==> src/rtl/serial_adder_pkg.sv <==
// serial_adder_pkg: shared types and constants for the nibble-serial add/subtract sequencer
package serial_adder_pkg;
   localparam int NIBBLE_W = 4;
   typedef enum logic [1:0] {IDLE, RUN, DONE} state_t;
endpackage

==> src/rtl/ripple_carry_adder.sv <==
// ripple_carry_adder: W-bit ripple-carry adder shared across operand nibbles
module ripple_carry_adder #(
   parameter int W = 4
) (
   input  logic [W-1:0] a,
   input  logic [W-1:0] b,
   input  logic         cin,
   output logic [W-1:0] sum,
   output logic         cout
);
   logic [W:0] c;
   assign c[0] = cin;
   for (genvar i = 0; i < W; i++) begin : g_bit
      assign sum[i]   = a[i] ^ b[i] ^ c[i];
      assign c[i + 1] = (a[i] & b[i]) | (c[i] & (a[i] ^ b[i]));
   end
   assign cout = c[W];
endmodule

==> src/rtl/serial_adder_ctrl.sv <==
// serial_adder_ctrl: steps one 4-bit adder across WIDTH-bit operands, LSB nibble first
module serial_adder_ctrl
   import serial_adder_pkg::*;
#(
   parameter int WIDTH = 16
) (
   input  logic             clk_i,
   input  logic             rst_i,
   input  logic             req_valid_i,
   output logic             req_ready_o,
   input  logic [WIDTH-1:0] a_i,
   input  logic [WIDTH-1:0] b_i,
   input  logic             cin_i,
   input  logic             sub_i,
   output logic             rsp_valid_o,
   input  logic             rsp_ready_i,
   output logic [WIDTH-1:0] sum_o,
   output logic             cout_o,
   output logic             ovf_o,
   output logic             busy_o
);
   localparam int NIBBLES = WIDTH / NIBBLE_W;
   localparam int IDX_W = NIBBLES > 1 ? $clog2(NIBBLES) : 1;
   localparam logic [IDX_W-1:0] LAST = IDX_W'(NIBBLES - 1);
   state_t state_q, state_d;
   logic [NIBBLES-1:0][NIBBLE_W-1:0] a_q, b_q, sum_q;
   logic [IDX_W-1:0] idx_q;
   logic carry_q, cout_q, ovf_q, rdy_q;
   logic [NIBBLE_W-1:0] add_sum;
   logic add_cout, accept, last;
   assign accept = req_valid_i && rdy_q;
   assign last = idx_q == LAST;
   ripple_carry_adder #(.W(NIBBLE_W)) u_rca (
      .a(a_q[idx_q]),
      .b(b_q[idx_q]),
      .cin(carry_q),
      .sum(add_sum),
      .cout(add_cout)
   );
   // state register; reset overrides any handshake
   always_ff @(posedge clk_i)
      state_q <= rst_i ? IDLE : state_d;
   // next state: accept in IDLE, finish after the last nibble, release on response handshake
   always_comb begin
      state_d = state_q;
      state_d = state_q == IDLE ? (accept ? RUN : IDLE) :
                state_q == RUN  ? (last ? DONE : RUN) :
                                  (rsp_ready_i ? IDLE : DONE);
   end
   // operand capture, per-nibble accumulation and registered ready
   always_ff @(posedge clk_i) begin
      if (rst_i) begin
         rdy_q   <= 1'b0;
         a_q     <= '0;
         b_q     <= '0;
         sum_q   <= '0;
         idx_q   <= '0;
         carry_q <= 1'b0;
         cout_q  <= 1'b0;
         ovf_q   <= 1'b0;
      end else begin
         rdy_q <= state_d == IDLE;
         if (accept) begin
            a_q     <= a_i;
            b_q     <= sub_i ? ~b_i : b_i;
            carry_q <= sub_i | cin_i;
            idx_q   <= '0;
         end else if (state_q == RUN) begin
            sum_q[idx_q] <= add_sum;
            carry_q      <= add_cout;
            idx_q        <= last ? idx_q : idx_q + 1'b1;
            if (last) begin
               cout_q <= add_cout;
               ovf_q  <= (a_q[NIBBLES-1][NIBBLE_W-1] == b_q[NIBBLES-1][NIBBLE_W-1]) &&
                         (add_sum[NIBBLE_W-1] != a_q[NIBBLES-1][NIBBLE_W-1]);
            end
         end
      end
   end
   assign req_ready_o = rdy_q;
   assign rsp_valid_o = state_q == DONE;
   assign busy_o      = state_q != IDLE;
   assign sum_o       = sum_q;
   assign cout_o      = cout_q;
   assign ovf_o       = ovf_q;
endmodule

==> config.mk <==
export PLATFORM = sky130hd
export DESIGN_NAME = serial_adder_ctrl
export DESIGN_NICKNAME = d
export VERILOG_FILES = /design/src/rtl/serial_adder_pkg.sv /design/src/rtl/ripple_carry_adder.sv /design/src/rtl/serial_adder_ctrl.sv
export SDC_FILE = /design/constraint.sdc
export NUM_CORES = 1
export LEC_CHECK = 0
export CORE_ASPECT_RATIO = 0.75
export CORE_MARGIN = 3
export CORE_UTILIZATION = 30
export CTS_CLUSTER_SIZE = 24
export DETAILED_ROUTE_END_ITERATION = 8
export GPL_TIMING_DRIVEN = 0
export PLACE_DENSITY = 0.56
export SKIP_LAST_GASP = 1
export SLEW_MARGIN = 40
export SYNTH_ARGS = -nofsm -noshare
export SYNTH_HDL_FRONTEND = slang
export SYNTH_HIERARCHICAL = 1
export SYNTH_SLANG_ARGS = --single-unit
==> constraint.sdc <==
create_clock -name clk_i -period 4.3 [get_ports clk_i]
set_input_delay 1.29 -clock clk_i [delete_from_list [all_inputs] [get_ports clk_i]]
set_output_delay 1.29 -clock clk_i [all_outputs]
set_load 0.005 [all_outputs]
## Word level (Yosys, flattened, before mapping)

Index checks and enable logic that the tools add are counted.

- Flip-flop bits (word level): 56
- Bits of input ports: 38
- Logic and storage cells: 76

- Add/sub/neg operators: 1
- Magnitude comparators: 2
- Eq/ne operators: 5
- Mux-type cells: 15
- Bitwise logic cells: 24
- Reduce and logical (&&, ||, !) cells: 11

Operators with widths:

| kind | count |
|---|---|
| binary-select mux 4 bit (select 2 bit) | 2 |
| bitwise mux 16 bit | 1 |
| 2-to-1 mux 16 bit | 1 |
| NOT 16 bit | 1 |
| 2-to-1 mux 4 bit | 3 |
| bitwise AND 1 bit | 8 |
| demux 4 bit (select 2 bit) | 1 |
| 2-to-1 mux 2 bit | 4 |
| XOR 1 bit | 8 |
| OR 1 bit | 5 |
| == test 2 bit, second input constant | 2 |
| logical NOT 2 bit | 2 |
| AND reduction 2 bit | 2 |
| nonzero test 2 bit | 2 |
| logical AND 1 bit | 3 |
| less-than comparator 2 x 3 -> 1 bit, second input constant | 1 |
| 2-to-1 mux 1 bit | 3 |
| AND reduction 3 bit | 1 |
| adder 2 x 1 -> 2 bit, second input constant | 1 |
| == test 2 x 1 -> 1 bit, second input constant | 1 |
| >= comparator 2 x 1 -> 1 bit, second input constant | 1 |
| NOT 1 bit | 2 |
| OR reduction 2 bit | 1 |
| == test 1 bit | 1 |
| != test 1 bit | 1 |

## Depth between registers and ports, before layout

Gate-level depths: netlist of run 1.

- Word-level depth: 13
- Gate-level depth with buffers: 13

## Cells and area by module

The synthesis of run 1 kept the hierarchy.

By module, submodules not included:

| module | instances | cells an instance | area each (um2) |
|---|---|---|---|
| serial_adder_ctrl | 1 | 256 | 2507.4 |
| ripple_carry_adder | 1 | 14 | 117.6 |

## Least setup slack after synthesis of run 1

Ideal clock, no wire load.

- Kind: flip-flop to flip-flop
- Start point: register idx_q[0]
- End point: register ovf_q, in the netlist ovf_o
- Library setup time: 123 ps
- Arrival: 2985 ps
- Setup slack: 1192 ps
- Stages on the path, launching flop included: 14
- Cell sequence: dfxtp_1 > buf_2 > mux4_2 > fa_1 > inv_1 > fa_1 > inv_1 > fa_1 > inv_1 > fa_1 > inv_1 > and3b_1 > a21oi_1 > a211oi_1

- Word-level cells in the longest chain between the ends: 12

RTL lines:

| item | RTL line | RTL |
|---|---|---|
| start, declared | serial_adder_ctrl.sv:27 | `logic [IDX_W-1:0] idx_q;` |
| start signal, assigned | serial_adder_ctrl.sv:71 | `idx_q <= last ? idx_q : idx_q + 1'b1;` |
| binary-select mux 4 bit (select 2 bit), on equally long branches | serial_adder_ctrl.sv:34, serial_adder_ctrl.sv:35 |  |
| 2-to-1 mux 4 bit, on equally long branches | serial_adder_ctrl.sv:34, serial_adder_ctrl.sv:35 |  |
| XOR 1 bit | ripple_carry_adder.sv:15 | `assign c[i + 1] = (a[i] & b[i]) \| (c[i] & (a[i] ^ b[i]));` |
| bitwise AND 1 bit | ripple_carry_adder.sv:15 |  |
| OR 1 bit | ripple_carry_adder.sv:15 |  |
| bitwise AND 1 bit | ripple_carry_adder.sv:15 |  |
| OR 1 bit | ripple_carry_adder.sv:15 |  |
| bitwise AND 1 bit | ripple_carry_adder.sv:15 |  |
| OR 1 bit | ripple_carry_adder.sv:15 |  |
| XOR 1 bit (*) | ripple_carry_adder.sv:14 | `assign sum[i] = a[i] ^ b[i] ^ c[i];` |
| via add_sum[3] | serial_adder_ctrl.sv:29 | `logic [NIBBLE_W-1:0] add_sum;` |
| != test 1 bit (*) | serial_adder_ctrl.sv:75 | `(add_sum[NIBBLE_W-1] != a_q[NIBBLES-1][NIBBLE_W-1]);` |
| logical AND 1 bit (*) | serial_adder_ctrl.sv:74 | `ovf_q <= (a_q[NIBBLES-1][NIBBLE_W-1] == b_q[NIBBLES-1][NIBBLE_W-1]) &&` |
| end signal, assigned | serial_adder_ctrl.sv:74 |  |
| end, declared | serial_adder_ctrl.sv:28 | `logic carry_q, cout_q, ovf_q, rdy_q;` |

Mark *: on every way through the listed nets, which the timed path passes. The rest lies on a longest branch. The select of a mux whose other input is x is not followed.
A chain may end at the register's enable or synchronous reset.

## Worst setup path in the final report of run 1

- Start point: register idx_q[1]
- End point: register ovf_q, in the netlist ovf_o

Same word-level chain as after synthesis.

==> results of run 1 <==
-- area by class of cell --
type,instances,area share
Timing Repair Buffer,57,0.164
Tap cell,105,0.0378
Sequential cell,56,0.323
Multi-Input combinational cell,181,0.388
Inverter,13,0.0140
Buffer,20,0.0313
Clock buffer,8,0.0421
-- kinds of logic (layout without fill, tap and decap cells) --
family	Yosys count	in the layout	synth area share
xor gates and xnor gates	17	17	0.0567
buffers and inverters	33	98	0.0601
muxes	28	28	0.145
adders and majority gates	8	8	0.0496
AOI/OAI and AO/OA	38	38	0.0910
and+or+nand+nor	90	90	0.170
DFF	56	56	0.427
-- power by group through the flow --
stage | sequential, mW | combinational [mW] | clock [mW]
CTS | 0.556 | 0.179 | 0.416
global route | 0.559 | 0.196 | 0.436
global placement | 0.567 | 0.176 | 0
floorplan | 0.564 | 0.108 | 0
detailed placement | 0.568 | 0.178 | 0
finish | 0.556 | 0.175 | 0.412
-- layer usage --
| metal | vias to the layer above | global-route usage |
|---|---|---|
| met4 | 0 | 0.0324 |
| met1 | 910 | 0.186 |
| met2 | 46 | 0.194 |
| met5 | - | 0 |
| met3 | 6 | 0.0292 |
| li1 | 1020 | - |
-- through the flow --
step	setup slack [ps]	utilization
floorplan	1190	-
global placement	928	0.406
detailed placement	920	0.406
CTS	903	0.424
global route	700	0.424
finish	923	0.424
-- worst min-delay path, cell delays in order, from the launching register on --
cell     delay [ps]
dfxtp_1         310
nand2_1          50
a21oi_1          50
-- worst max-delay path by stage --
stage                  to  depth (start not counted)     start
floorplan           ovf_o                         13  idx_q[0]
global placement    ovf_o                         13  idx_q[1]
detailed placement  ovf_o                         13  idx_q[1]
CTS                 ovf_o                         13  idx_q[1]
global route        ovf_o                         13  idx_q[0]
finish              ovf_o                         13  idx_q[1]
-- registers in the layout (all words and copies together) (netlist names) --
register and cells:
cout_o 1, sum_o 16, ovf_o 1, state_q 2, b_q 16, a_q 16
idx_q 2, carry_q 1, req_ready_o 1
-- cell usage in the layout (no fill, tap or decap), types with 5 or more instances in the layout --
cell type,n
a21oi_1,18
mux4_2,8
nor2_1,21
buf_2,9
clkdlybuf4s50_1,57
clkbuf_16,5
nand2_1,34
nand2b_1,22
inv_1,13
xnor2_1,17
dfxtp_1,56
clkbuf_1,8
mux2i_1,19
a211oi_1,18
==> results by group, run 1 <==
Layout
  • N_diodes: 0
  • Register area: around 1100 um^2
  • Non-filler cells, final: 440
  • Multi-input logic area: 1350 um^2
  • Area Growth Syn to Fin: 32.3%
  • Filler cells: between 800 and 900
  • Finished Cell Area: roughly 3500 um^2
  • Nets: 380
  • Proportion of layout cells with a drive suffix above 1: 0.0985

Synthesis
  • Syn. warnings: 6
  • Top post-synthesis cells by area: dfxtp_1 (43%), mux2i_1 (7.2%), mux4_2 (6.9%), xnor2_1 (5.7%), nand2b_1 (5.2%)
  • Post-synth EDFFs: 0
  • Share of Yosys cell area claimed by the top area cell type: 0.427
  • Cell taking the most area after synthesis: dfxtp_1
  • Distinct cells, synth: 28
  • Count leader, synth: dfxtp_1
  • Sequential-to-total area share from yosys stat: 0.427
  • Seq cells post-synth: 56
  • Most frequent cells after synthesis: dfxtp_1 (56), nand2_1 (34), nand2b_1 (22)
  • Synth async-reset ratio: 0
  • Avg Inst Size Synth: just under 10 um^2
  • Syn_nets: around 320
  • Post-Syn Instances: 270
  • Synth Flop Type: dfxtp_1
  • Post-synthesis cell area: 2630 um^2

Placement
  • Placed Area: about 3300 um^2
  • DP Wirelength: 4.67 mm
  • Placed Instances: between 400 and 500
  • Port bufs: between 50 and 60
  • RePlAce Congestion: roughly 0.73

Routing
  • WL met3: roughly 300 um
  • DRC: 0
  • Met2 routed WL: approximately 2.5 mm
  • Initial drt markers: 57
  • Via/cell ratio: 4.50
  • Remaining antenna violation count: 0
  • WL per Instance: between 10 and 15 um
  • Routed wire length: slightly above 6 mm
  • Top sig layer: met4
  • DRT met1 WL: roughly 3.1 mm
  • First-pass detailed-route iteration total: 4
  • Vias: between 1.5k and 2k

Timing
  • Slew Viols, Final: 0
  • Final period utilization: 0.785
  • Fin Clk Skew: 2.96 ps
  • RSZ-0062 raised after global routing: no
  • Final hold vios: 0
  • Worst-Margin Slew: about 520 ps
  • Final setup fails: 0
  • Min Tclk post-route: ~3400 ps
  • Hold slack: 459 ps
  • Fin Setup TNS: 0 ps
  • Max Fclk: 296 MHz
  • Slew Limit Headroom: 0.653

Setup path
  • Nature of the critical path endpoint: flip-flop
  • CP Class: flip-flop to flip-flop
  • FF-to-FF path depth: 13
  • CP Launch Type: flip-flop
  • CP Data Arrival Time: 3550 ps
  • R2R setup slack: approximately 920 ps
  • Crit path max fanout: 10
  • Reg-to-reg endpoint: ovf_o
  • Crit path largest cell delay: around 600 ps
  • Worst Path Required: roughly 4500 ps
  • Buf/Inv on CP: 5
  • RR Startpoint: idx_q[1]
  • Critical Path Slowest Stage Cell: mux4_2
  • CP top delay family: adder cells
  • CP cell instances: buf_2, mux4_2, fa_1, inv_1, fa_1, inv_1, fa_1, inv_1, fa_1, inv_1, and3b_1, a21oi_1, a211oi_1

Pwr
  • Switching portion of total power: 0.241
  • Total power: around 1.1 mW
  • Pwr/cell area: roughly 330 nW/um^2
  • Leakage power: 1.31 nW
  • P_int: 0.867 mW
  • Sw power: approximately 0.28 mW
  • Sequential Power Share: 0.487
  • Max VDD drop: between 0.00015 and 0.0002 V
  • Logic pwr share: 0.153
  • Clock power share: 0.361

Clock tree
  • Clk slew on worst S/H paths: ~70 ps
  • Setup Buffers After CTS: 0
  • Root Driver: clkbuf_16
  • Sink Count: 56
  • Hold_buf cts: 0
  • Bufs on Longest Clock Path: 2
  • Clk_lat worst skew: just under 300 ps
  • CTS tree: done
  • CTS resizes: 0
  • TritonCTS Buffers: 5
  • Clock H-tree levels: 2

Floorplan
  • Die W: around 110 um
  • Die height: around 87 um
  • Die area: between 9000 and 10000 um^2
  • Starting Density: 0.320
  • Core area: around 8000 um^2
  • # IOs: roughly 60
  • Row Count: 28

Worst hold path
  • Worst-case hold path end point: a_q[3]
  • Hold Crit Class: flip-flop to flip-flop
  • Hold path depth: 2
  • Hold Path Origin: a_q[3]

Global routing
  • Vias in the first global route: 1995
  • First-pass GRT wire length: about 10 mm
  • Grt ovf: 0
  • GR Util All Layers: 0.129
  • Initial antenna violation count: 0
  • Largest net degree at the start of global routing: 16

Status
  • Run status: finished clean

Job
  • Max-cap violations: 0
Power figures use the tool's default switching activity.
==> run 2: changes to the inputs <==
- PLACE_DENSITY: 0.56 -> 0.58
- clock period: 4.3 -> 2.8 ns (I/O delays scaled with it)
==> run 2 against run 1 <==
Net effect:
- clock power is 55% higher
- largest power group unchanged
- core utilization rose by 1.2 points
- flip-flop and latch count unchanged
- maximum frequency is 16% higher
- global-route usage is 0.42 points higher
- die area stayed put
- the run now ends with negative setup slack left
- first-iteration DRC count grew 23%
- critical path depth fell by 1
- clock skew up 5.9 ps
- combinational power is 67% higher
- via count is 3.7% higher
==> results by group, run 2 (same netlist as run 1, synthesis figures left out) <==
Status
  • Run status: finished, violations left (was finished clean)
  • Failing checks: negative setup slack

Layout
  • Commonest non-fill, non-tap cell in the layout: clkdlybuf4s50_1 (unchanged)
  • Register area: 1130 um^2 (was 1120 um^2)
  • Area Growth Syn to Fin: 36.0% (was 32.3%)
  • Filler cells: 848 (was 851)
  • Nets: 388 (was 380)
  • N_diodes: 0 (unchanged)
  • Proportion of layout cells with a drive suffix above 1: 0.155 (was 0.0985)
  • Commonest non-fill, non-tap cells in the layout: clkdlybuf4s50_1 (57), dfxtp_1 (54), nand2_1 (34) (was clkdlybuf4s50_1 (57), dfxtp_1 (56), nand2_1 (34))
  • Multi-input logic area: 1370 um^2 (was 1350 um^2)

Placement
  • RePlAce Congestion: 0.769 (was 0.735)
  • DP Wirelength: 4.58 mm (was 4.67 mm)
  • Post-place setup slack: -328 ps (was 920 ps)
  • Port bufs: 57 (unchanged)

Pwr
  • Leakage power: 1.35 nW (was 1.31 nW)
  • Pwr/cell area: 499 nW/um^2 (was 329 nW/um^2)
  • Max VDD drop: 0.000257 V (was 0.000169 V)

Floorplan
  • Core area: 8200 um^2 (unchanged)
  • # IOs: 59 (unchanged)
  • Die W: 114 um (unchanged)
  • Row Count: 28 (unchanged)
  • Die area: 9920 um^2 (unchanged)
  • Starting Density: 0.320 (unchanged)
  • Die height: 87.0 um (unchanged)

Timing
  • Final period utilization: 1.04 (was 0.785)
  • Fin worst setup slack: -113 ps (was 923 ps)
  • Final hold vios: 0 (unchanged)
  • Max Fclk: 343 MHz (was 296 MHz)
  • Worst-Margin Slew: 548 ps (was 520 ps)
  • Fin Clk Skew: 8.89 ps (was 2.96 ps)
  • Final setup fails: 5 (was 0)
  • Slew Limit Headroom: 0.635 (was 0.653)
  • Slew Viols, Final: 0 (unchanged)
  • Min Tclk post-route: 2910 ps (was 3380 ps)
  • RSZ-0062 raised after global routing: yes (was no)
  • Fin Setup TNS: -190 ps (was 0 ps)

Setup path
  • Crit path max fanout: 3 (was 10)
  • Worst Path Required: 2970 ps (was 4480 ps)
  • CP Class: flip-flop to flip-flop (unchanged)
  • Nature of the critical path endpoint: flip-flop (unchanged)
  • CP Launch Type: flip-flop (unchanged)
  • CP Data Arrival Time: 3090 ps (was 3550 ps)

Global routing
  • Largest net degree at the start of global routing: 18 (was 16)
  • Initial antenna violation count: 0 (unchanged)
  • First-pass GRT wire length: 10.3 mm (was 10.1 mm)
  • Grt ovf: 0 (unchanged)
  • Vias in the first global route: 2064 (was 1995)
  • GR Util All Layers: 0.133 (was 0.129)

Clock tree
  • CTS tree: done (unchanged)
  • Bufs on Longest Clock Path: 2 (unchanged)
  • TritonCTS Buffers: 5 (unchanged)
  • Clk_lat worst skew: 290 ps (about the same)
  • Hold_buf cts: 0 (unchanged)
  • Clk slew on worst S/H paths: 70 ps (about the same)
  • Sink Count: 56 (unchanged)
  • Root Driver: clkbuf_16 (unchanged)
  • Clock H-tree levels: 2 (unchanged)

Worst hold path
  • Hold Crit Class: flip-flop to flip-flop (unchanged)

Routing
  • Routed wire length: 6.41 mm (was 6.05 mm)
  • First-pass detailed-route iteration total: 4 (unchanged)
  • Remaining antenna violation count: 0 (unchanged)
  • Via/cell ratio: 4.59 (was 4.50)
  • WL per Instance: 14.3 um (was 13.7 um)
  • Initial drt markers: 70 (was 57)
  • Vias: 2055 (was 1982)
  • DRC: 0 (unchanged)

Job
  • Max-cap violations: 0 (unchanged)
==> run 2: changes by cell type in the layout (fill, tap and decap cells not counted), sizes merged <==
cell,previous run,this run
buf,14,22
clkbuf,14,12
clkinvlp,0,2
==> run 2: power by group <==
part / switching (mW) / internal, mW
clock network: 0.281 / 0.356
registers: 0.0212 / 0.833
logic: 0.136 / 0.156
==> run 2: path summary, 6_finish.rpt <==
| kind | to | slack (ps) | from | depth (start not counted) |
|---|---|---|---|---|
| worst max-delay path | ovf_o | -110 | idx_q[0] | 12 |
| worst min-delay path | a_q[4] | 450 | a_q[4] | 2 |
| worst max register to register | ovf_o | -110 | idx_q[0] | 12 |
| worst min register to register | a_q[4] | 450 | a_q[4] | 2 |
==> run 2: layout make-up <==
| cell class | count | area share |
|---|---|---|
| Sequential cell | 56 | 0.315 |
| Timing Repair Buffer | 67 | 0.181 |
| Clock inverter | 2 | 0.00421 |
| Clock buffer | 6 | 0.0389 |
| Multi-Input combinational cell | 181 | 0.382 |
| Buffer | 18 | 0.0277 |
| Tap cell | 105 | 0.0368 |
| Inverter | 13 | 0.0137 |
==> run 2: metrics by stage <==
step	area, um^2	total power, mW	hold slack (ps)	instances	util
floorplan	2650	1.03	433	270	-
global placement	3350	1.15	442	432	0.409
detailed placement	3350	1.15	444	432	0.409
CTS	3580	1.80	453	449	0.437
global route	3570	1.86	479	448	0.435
finish	3570	1.78	452	448	0.435
==> run 2: timing repair <==
item	CTS	global route
buffers inserted	9	1
endpoints found under the setup margin	5	5
gates resized for setup	4	3
pin swaps	3	2
==> run 2: worst max-delay path, cell delays in order (launching register included) <==
cell      delay [ps]
dfxtp_4          380
mux4_2           540
fa_2             380
inv_2             60
fa_2             170
inv_1             50
fa_2             330
inv_2             60
fa_1             420
inv_2             70
and3b_1          180
a21oi_2           90
a211oi_1          70
==> run 2: metal layers <==
layer / track usage / part of all wire
met5: 0 / 0
met4: 0.0356 / 0.011
met3: 0.0278 / 0.049
met2: 0.197 / 0.42
met1: 0.196 / 0.52
==> RTL edit, RTL diff (settings of run 1) <==
`WIDTH`: 16 -> 32.
--- a/src/rtl/serial_adder_ctrl.sv
+++ b/src/rtl/serial_adder_ctrl.sv
@@ -3,5 +3,5 @@
    import serial_adder_pkg::*;
 #(
-   parameter int WIDTH = 16
+   parameter int WIDTH = 32
 ) (
    input  logic             clk_i,
Ports: changed (resized a_i, b_i and sum_o); port bits go from 59 to 107. No check against the original RTL was run, so the function may have changed too.
==> RTL edit against run 1 <==
Count of clock-buffer cells in the layout increased by 1. Sequential power rose by 87%. Highest routed layer unchanged. Area after synthesis increased by 84%. First-iteration DRC count increased to 4.4 times the old value. Via count rose by 100%. Final area grew 85%. Total power up 91%. Setup slack got worse by 610 ps. Sequential cell count increased by 49. Largest power group unchanged. Routed wire length increased by 120%. Critical endpoint unchanged.
==> RTL edit: results (changes against run 1) <==
[global_routing]
grt_pass1_wl_mm = 21.8  ; +120%
grtUsageTotal_pct = 15.3  ; +2.5 points
grt_start_max_net_pins = 18  ; +2

[synth]
synth_compound_area_share_pct = 10.6  ; +1.5 points
synth_area_leaders = dfxtp_1 44%, mux2i_1 7.5%, xnor2_1 6.0%
synth_mux_area_share_pct = 14.9  ; +0.38 points
synthXorXnorAreaFrac_pct = 5.98  ; +0.31 points
synth_commonest_cells = 105 x dfxtp_1, 68 x nand2_1, 38 x nor2_1, 36 x mux2i_1, 36 x nand2b_1
yosysSeqAreaShare_pct = 43.5  ; +0.79 points
syn-num-nets = 588  ; +86%

[power_and_ir_drop]
ir_drop_v = 0.000177  ; +4.5%
switchingPower_mw = 0.557  ; +100%

[timing]
final.setup_skew_ps = 5.08  ; +2.13 ps
slew_headroom_pct = 43.5  ; -22 points

[clocking]
htreeDepth = 3  ; +1
insertion_delay_ps = 340  ; +50 ps

[cells_and_area]
fill_cells = 1572  ; +85%
drive_gt1_share_pct = 8.25  ; -1.6 points

[routing]
initialDrtViolationCount = 250  ; +340%
vias = 3964  ; +100%
wl_mm = 13.4  ; +120%

[run_status]
status = finished, final reports clean

[placed_design]
gp_congestion = 0.795  ; +8.2%
port_buffers = 104  ; +82%
dp_hpwl_mm = 10.2  ; +120%

[RTL edit: kinds of logic (layout without fill, tap and decap cells)]
| group | count (synthesis) | in the layout |
|---|---|---|
| flops | 105 | 105 |
| xor+xnor | 33 | 33 |
| compound gates | 80 | 80 |
| mux | 56 | 56 |
| simple gates | 173 | 173 |
| fa+ha+maj | 6 | 6 |
| buf+inv | 59 | 177 |
[RTL edit: cell type report]
type	count	area share (%)
multi-input combinational	348	38.5
sequential	105	32.7
timing repair buffer	104	16.2
tap	205	3.99
clock buffer	9	3.51
buffer	47	3.35
clock inverter	5	0.993
inverter	12	0.701
[RTL edit: worst paths after layout]
check	start	endpoint	slack, ps	cells after the start
max	idx_q[1]$_SDFFE_PP0P_	ovf_o$_SDFFE_PP0P_	320	14
min	a_q[15]$_SDFFE_PP0P_	a_q[15]$_SDFFE_PP0P_	460	2
max reg2reg	idx_q[1]$_SDFFE_PP0P_	ovf_o$_SDFFE_PP0P_	320	14
min reg2reg	a_q[15]$_SDFFE_PP0P_	a_q[15]$_SDFFE_PP0P_	460	2
[RTL edit: per-stage QoR]
step / worst slack (ps) / cell area [um2] / hold WS (ps) / instances / utilization, %
6_report: 317 / 6420 / 456 / 835 / 41.4
3_3_place_gp: 202 / 6130 / 440 / 821 / 39.5
2_1_floorplan: 601 / 4830 / 432 / 512 / -
5_1_grt: 1.96 / 6420 / 479 / 835 / 41.4
3_5_place_dp: 205 / 6130 / 447 / 821 / 39.5
4_1_cts: 173 / 6420 / 457 / 835 / 41.4
[RTL edit: critical path, stage by stage, from the launching register on]
cell and delay, ps:
dfxtp_1 390, clkbuf_4 270, clkbuf_4 280, mux4_2 330, mux2_2 300, fa_1 410
inv_1 70, fa_1 150, inv_1 50, fa_1 340, inv_1 90, fa_1 410
inv_1 90, or3b_2 440, a311oi_1 260
[RTL edit: metal layers]
layer | track usage [%] | wire [um] | share of wire [%]
met4 | 2.67 | 87 | 0.65
met3 | 3.43 | 744 | 5.6
met5 | 0 | 0 | 0
met2 | 23.9 | 5660 | 42
met1 | 22.3 | 6880 | 51
[RTL edit: power groups by stage]
stage          clock network (mW)  logic (mW)  registers (mW)
2_1_floorplan                   0       0.189            1.05
3_3_place_gp                    0       0.316            1.06
3_5_place_dp                    0       0.321            1.06
4_1_cts                     0.842       0.321            1.04
5_1_grt                     0.878       0.353            1.04
6_report                    0.826       0.317            1.04
